$ cat src/rtl/mii_rx_deframer.sv
// MII receive deframer: strips preamble/SFD, assembles nibbles into bytes and
// reports per-frame status (CRC, length, alignment, rx_er) with an eof strobe.
module mii_rx_deframer #(
    parameter int MIN_LEN = 64,
    parameter int MAX_LEN = 1518
) (
    input  logic        clk,
    input  logic        reset,
    input  logic [3:0]  rxd,
    input  logic        rx_dv,
    input  logic        rx_er,
    output logic [7:0]  data_out,
    output logic        data_valid,
    output logic        sof,
    output logic        eof,
    output logic        frame_ok,
    output logic [3:0]  status,
    output logic [10:0] byte_cnt
);

    typedef enum logic [1:0] {IDLE, PREAMBLE, DATA, DISCARD} state_t;

    localparam logic [31:0] CRC_POLY    = 32'hEDB88320;
    localparam logic [31:0] CRC_RESIDUE = 32'hDEBB20E3;
    localparam logic [10:0] MIN_L       = 11'(MIN_LEN);
    localparam logic [10:0] MAX_L       = 11'(MAX_LEN);
    localparam logic [10:0] CNT_SAT     = 11'h7FF;

    state_t      state;
    logic [3:0]  lo_nib;
    logic        have_lo;
    logic [31:0] crc;
    logic [10:0] cnt;
    logic        rxer;
    logic        first;

    logic [7:0]  byte_in;
    logic [31:0] crc_next;
    logic        crc_bad;
    logic        len_bad;
    logic        rxer_any;

    function automatic logic [31:0] crc_byte(input logic [31:0] c_in, input logic [7:0] d);
        logic [31:0] c;
        c = c_in ^ {24'h0, d};
        for (int i = 0; i < 8; i++) begin
            c = c[0] ? ((c >> 1) ^ CRC_POLY) : (c >> 1);
        end
        return c;
    endfunction

    // Status terms are evaluated on the rx_dv=0 cycle so they can be registered with eof.
    always_comb begin
        byte_in  = {rxd, lo_nib};
        crc_next = crc_byte(crc, byte_in);
        crc_bad  = (crc != CRC_RESIDUE);
        len_bad  = (cnt < MIN_L) || (cnt > MAX_L);
        rxer_any = rxer | rx_er;
    end

    always_ff @(posedge clk) begin
        if (reset) begin
            state      <= DISCARD;
            lo_nib     <= 4'h0;
            have_lo    <= 1'b0;
            crc        <= 32'hFFFFFFFF;
            cnt        <= 11'd0;
            rxer       <= 1'b0;
            first      <= 1'b0;
            data_out   <= 8'h00;
            data_valid <= 1'b0;
            sof        <= 1'b0;
            eof        <= 1'b0;
            frame_ok   <= 1'b0;
            status     <= 4'h0;
            byte_cnt   <= 11'd0;
        end else begin
            data_valid <= 1'b0;
            sof        <= 1'b0;
            eof        <= 1'b0;
            case (state)
                IDLE: begin
                    if (rx_dv) begin
                        state <= (rxd == 4'h5) ? PREAMBLE : DISCARD;
                    end
                end
                PREAMBLE: begin
                    if (!rx_dv) begin
                        state <= IDLE;
                    end else if (rxd == 4'hD) begin
                        state   <= DATA;
                        crc     <= 32'hFFFFFFFF;
                        cnt     <= 11'd0;
                        have_lo <= 1'b0;
                        rxer    <= 1'b0;
                        first   <= 1'b1;
                    end else if (rxd != 4'h5) begin
                        state <= DISCARD;
                    end
                end
                DATA: begin
                    if (rx_dv) begin
                        rxer <= rxer_any;
                        if (!have_lo) begin
                            lo_nib  <= rxd;
                            have_lo <= 1'b1;
                        end else begin
                            have_lo    <= 1'b0;
                            data_out   <= byte_in;
                            data_valid <= 1'b1;
                            sof        <= first;
                            first      <= 1'b0;
                            crc        <= crc_next;
                            if (cnt != CNT_SAT) begin
                                cnt <= cnt + 11'd1;
                            end
                        end
                    end else begin
                        // An unpaired low nibble is simply dropped; it only flags align_err.
                        state   <= IDLE;
                        have_lo <= 1'b0;
                        if (cnt != 11'd0) begin
                            eof      <= 1'b1;
                            status   <= {crc_bad, len_bad, have_lo, rxer_any};
                            frame_ok <= ~(crc_bad | len_bad | have_lo | rxer_any);
                            byte_cnt <= cnt;
                        end
                    end
                end
                DISCARD: begin
                    if (!rx_dv) begin
                        state <= IDLE;
                    end
                end
                default: state <= DISCARD;
            endcase
        end
    end

endmodule

$ cat config.mk
export PLATFORM = sky130hd
export DESIGN_NAME = mii_rx_deframer
export DESIGN_NICKNAME = d
export VERILOG_FILES = /design/src/rtl/mii_rx_deframer.sv
export SDC_FILE = /design/constraint.sdc
export NUM_CORES = 1
export LEC_CHECK = 0
export CAP_MARGIN = 25
export CORE_ASPECT_RATIO = 1.75
export CORE_UTILIZATION = 50
export CTS_BUF_LIST = sky130_fd_sc_hd__clkbuf_4
export CTS_CLUSTER_DIAMETER = 150
export DETAILED_ROUTE_END_ITERATION = 8
export GPL_TIMING_DRIVEN = 0
export HOLD_SLACK_MARGIN = 0.15
export PLACE_DENSITY = 0.83
export SLEW_MARGIN = 10
export SYNTH_ARGS = -nofsm -noshare
export SYNTH_HDL_FRONTEND = slang
export SYNTH_SLANG_ARGS = --single-unit
$ cat constraint.sdc
create_clock -name clk -period 2.2 [get_ports clk]
set_clock_uncertainty 0.1 [all_clocks]
set_input_delay 0.44 -clock clk [delete_from_list [all_inputs] [get_ports clk]]
set_output_delay 0.44 -clock clk [all_outputs]
set_load 0.01 [all_outputs]
==> results.md, run 1 <==
- Clock Sinks: 79
- Sw power: approximately 0.76 mW
- Status: complete, no violations
- Post-Route WL: about 10000 um
- Critical Path Start Type: flop
- Pint: between 1.5 and 2 mW
- Cell area after layout: between 0.004 and 0.005 mm2
- DR vias/cell: around 6.0
- Worst Tran Pin Value: 0.625 ns
- CP bufs+invs: 0
- Hold Path Class: primary input to flop
- WS Path Type: flop to flop
- Hold buffer count at CTS: 0
- Register area: around 0.0016 mm2
- Grt total ovfl: 0
- GR Util All Layers: between 20% and 30%
- Post-Syn Area: between 0.004 and 0.005 mm2
- Port Buffers: 32
- DRC: 0
- Syn_nets: about 430
- First-pass GRT wire length: between 15000 and 20000 um
- IO Pins: 35
- Clock slew at the register clock pins of the worst setup and hold paths: 0.13 ns
- Synth top area share: between 30% and 40%
- Max frequency: around 470 MHz
- Minimum clock period: 2.13 ns
- Dpl cell area: between 0.004 and 0.005 mm2
- Slew HR: between 50% and 60%
- Row Count: 42
- CP arrival: roughly 2.4 ns
- Largest delay contributor family on the critical path: XOR/XNOR gates
- Pwr/cell area: 563 mW/mm2
- Synth warnings: 0
- P&R area growth vs syn: 16.6%
- Mapped Cells: between 400 and 500
- Num CTS Buffers: 9
- Final hold vios: 0
- Gate power share: ~15%
- Filler instances: roughly 630
- Antenna violations before repair: 0
- CP max FO: 5
- Drt wl/cell: ~18 um
- Asr flop ratio synth: 0%
- Layout cells sized above 1: 12.0%
- DRT iter0 DRCs: roughly 160
- Final setup vio count: 0
- Pleak: about 1.7 nW
- Hold Slack: between 0.15 and 0.2 ns
- Worst Setup End Kind: flop
- Pre-CTS setup slack: -0.630 ns
- Routed Antenna Nets: 0
- Core box area: ~0.0077 mm2
- FF+latch count, synth: between 70 and 80
- Worst ir drop on vdd: 0.000503 V
- Slowest-stage cell, CP: xor3_1
- Number of synthesized flops with an enable pin: 0
- Clock share of power: 29.3%
- Most used DFF post-synth: dfxtp_1
- Die extent in y: 121 um
- Cell taking the most area after synthesis: dfxtp_1
- Clock Tree Root: clkbuf_4
- Clock Latency Late Sink: approximately 0.46 ns
- Required time of the critical path: 2.46 ns
- Placed Instances: roughly 540
- Critical path, cell by cell: xnor2_4, xor3_1, xnor3_1, a21oi_1, a211o_1
- CP peak stage delay: 0.55 ns
- Initial Utilization: between 50% and 60%
- Maxcap violations: 0
- First-pass DRT Iterations: 6
- Seq/Total Area, Yosys: between 30% and 40%
- DR vias: 3316
- Final setup margin: 0.0679 ns
- Most frequent cells in the layout: dfxtp_1 (76), nand2_1 (50), a21oi_1 (38)
- Syn avg cell area: roughly 9.7 um2
- # diodes: 0
- Multi-input logic area: 0.00240 mm2
- CTS tree: yes
- Net Sw Frac: between 20% and 30%
- Seq pwr share: a little under three fifths
- Vias in the first global route: about 3300
- Non-Filler Instances: 554
- Nets: ~470
- Clk buf depth: 2
- Largest net degree at the start of global routing: 15
- Final HPWL DP: 7340 um
- Util after Layout: about three fifths
- Die area: ~0.0084 mm2
- RSZ-0062 raised after global routing: yes
- Final period util: 96.9%
- Cells taking the most area after synthesis: dfxtp_1 (39%), xnor3_1 (7.8%), xnor2_1 (5.2%), a21oi_1 (4.7%), nand2_1 (4.7%)
- Commonest non-fill, non-tap cell in the layout: dfxtp_1
- Die W: 69.8 um
- Cell variety after synth: 52
- Final Slew Violations: 0
- CTS H-tree depth: 3
- GP Congestion: between 0.9 and 1
==> final cells by class <==
| type | count | share of cell area [%] |
|---|---|---|
| inverter | 3 | 0.240 |
| multi-input combinational | 308 | 51.1 |
| clock inverter | 7 | 1.07 |
| buffer | 25 | 2.43 |
| tap | 88 | 2.35 |
| sequential | 79 | 33.9 |
| clock buffer | 9 | 1.44 |
| timing repair buffer | 35 | 7.39 |
==> routing by layer <==
| layer | routed length (um) | track usage [%] | share of wire (%) |
|---|---|---|---|
| met5 | 0 | 0 | 0 |
| met2 | 5280 | 45.3 | 53 |
| met1 | 3690 | 25.6 | 37 |
| met4 | 603 | 18.1 | 6.0 |
| met3 | 461 | 5.58 | 4.6 |
==> sequential cells by signal (all words and copies together), names as in the netlist, 2 cells and up <==
signal,flops
status,4
state,2
byte_cnt,11
crc,32
lo_nib,4
data_out,8
cnt,11
==> repair_timing <==
action	in CTS	in global routing
endpoints found under the setup margin	34	41
pin swaps	0	4
resized for setup	11	18
setup buffers	0	3
==> through the flow <==
stage,TNS (ns),total power [mW]
finish,0,2.64
global route,-0.0321,2.73
CTS,-0.0464,2.64
detailed placement,-26.65,1.89
global placement,-26.01,1.88
floorplan,0,1.80
==> cell families after synthesis <==
kind of cell / share of synthesized area (%)
flip-flops: 39.3
AND/OR/NAND/NOR: 19.7
XOR/XNOR: 22.5
multiplexers: 0.996
AO/OA/AOI/OAI: 13.9
adder cells (fa/ha/maj): 0.622
buffers and inverters: 2.96
==> final timing paths <==
kind                                          startpoint                        to  slack [ns]  cells past startpoint
worst min register to register  byte_cnt[8]$_SDFFE_PP0P_  byte_cnt[8]$_SDFFE_PP0P_        0.36                      2
worst max register to register    lo_nib[1]$_SDFFE_PP0P_      crc[17]$_SDFFE_PP1P_        0.07                      5
worst min-delay path                              rxd[3]  data_out[7]$_SDFFE_PP0P_        0.18                      3
worst max-delay path              lo_nib[1]$_SDFFE_PP0P_      crc[17]$_SDFFE_PP1P_        0.07                      5
==> tightest hold or removal path: stages <==
cell     delay, ns
buf_4         0.15
nand2_1       0.06
a21oi_1       0.05
==> power by group through the flow <==
| stage | clock network [mW] | logic (mW) | registers, mW |
|---|---|---|---|
| after CTS | 0.780 | 0.398 | 1.46 |
| final | 0.775 | 0.408 | 1.46 |
| after floorplan | 0 | 0.309 | 1.49 |
| after global routing | 0.841 | 0.433 | 1.46 |
| after detailed placement | 0 | 0.395 | 1.49 |
| after global placement | 0 | 0.387 | 1.49 |
==> synthesized netlist by cell type (all sizes together) (2+ instances only) <==
cell type and n:
ha 2, inv 3, nand3 4, o21bai 6, or3 6, nor4b 3, nor4 3, nand2b 25
buf 5, xor2 3, nand4 11, o22ai 19, a211o 3, and2 2, clkbuf 21, a21oi 38
o21ai 7, o2bb2ai 2, nand4b 3, xnor2 37, a211oi 3, o31ai 2, mux2i 4, xor3 4
nor2 27, or4 4, nor3 10, dfxtp 79, xnor3 15, nand2 50
Power figures use the tool's default switching activity.
==> inputs of run 2 (changes only) <==
--- a/config.mk
+++ b/config.mk
@@ -10,6 +10,7 @@
 export CORE_UTILIZATION = 50
 export CTS_BUF_LIST = sky130_fd_sc_hd__clkbuf_4
 export CTS_CLUSTER_DIAMETER = 150
+export CTS_CLUSTER_SIZE = 24
 export DETAILED_ROUTE_END_ITERATION = 8
 export GPL_TIMING_DRIVEN = 0
 export HOLD_SLACK_MARGIN = 0.15
==> results of run 2 <==
Same layout as run 1: the final DEF is identical, and so are final timing and power.
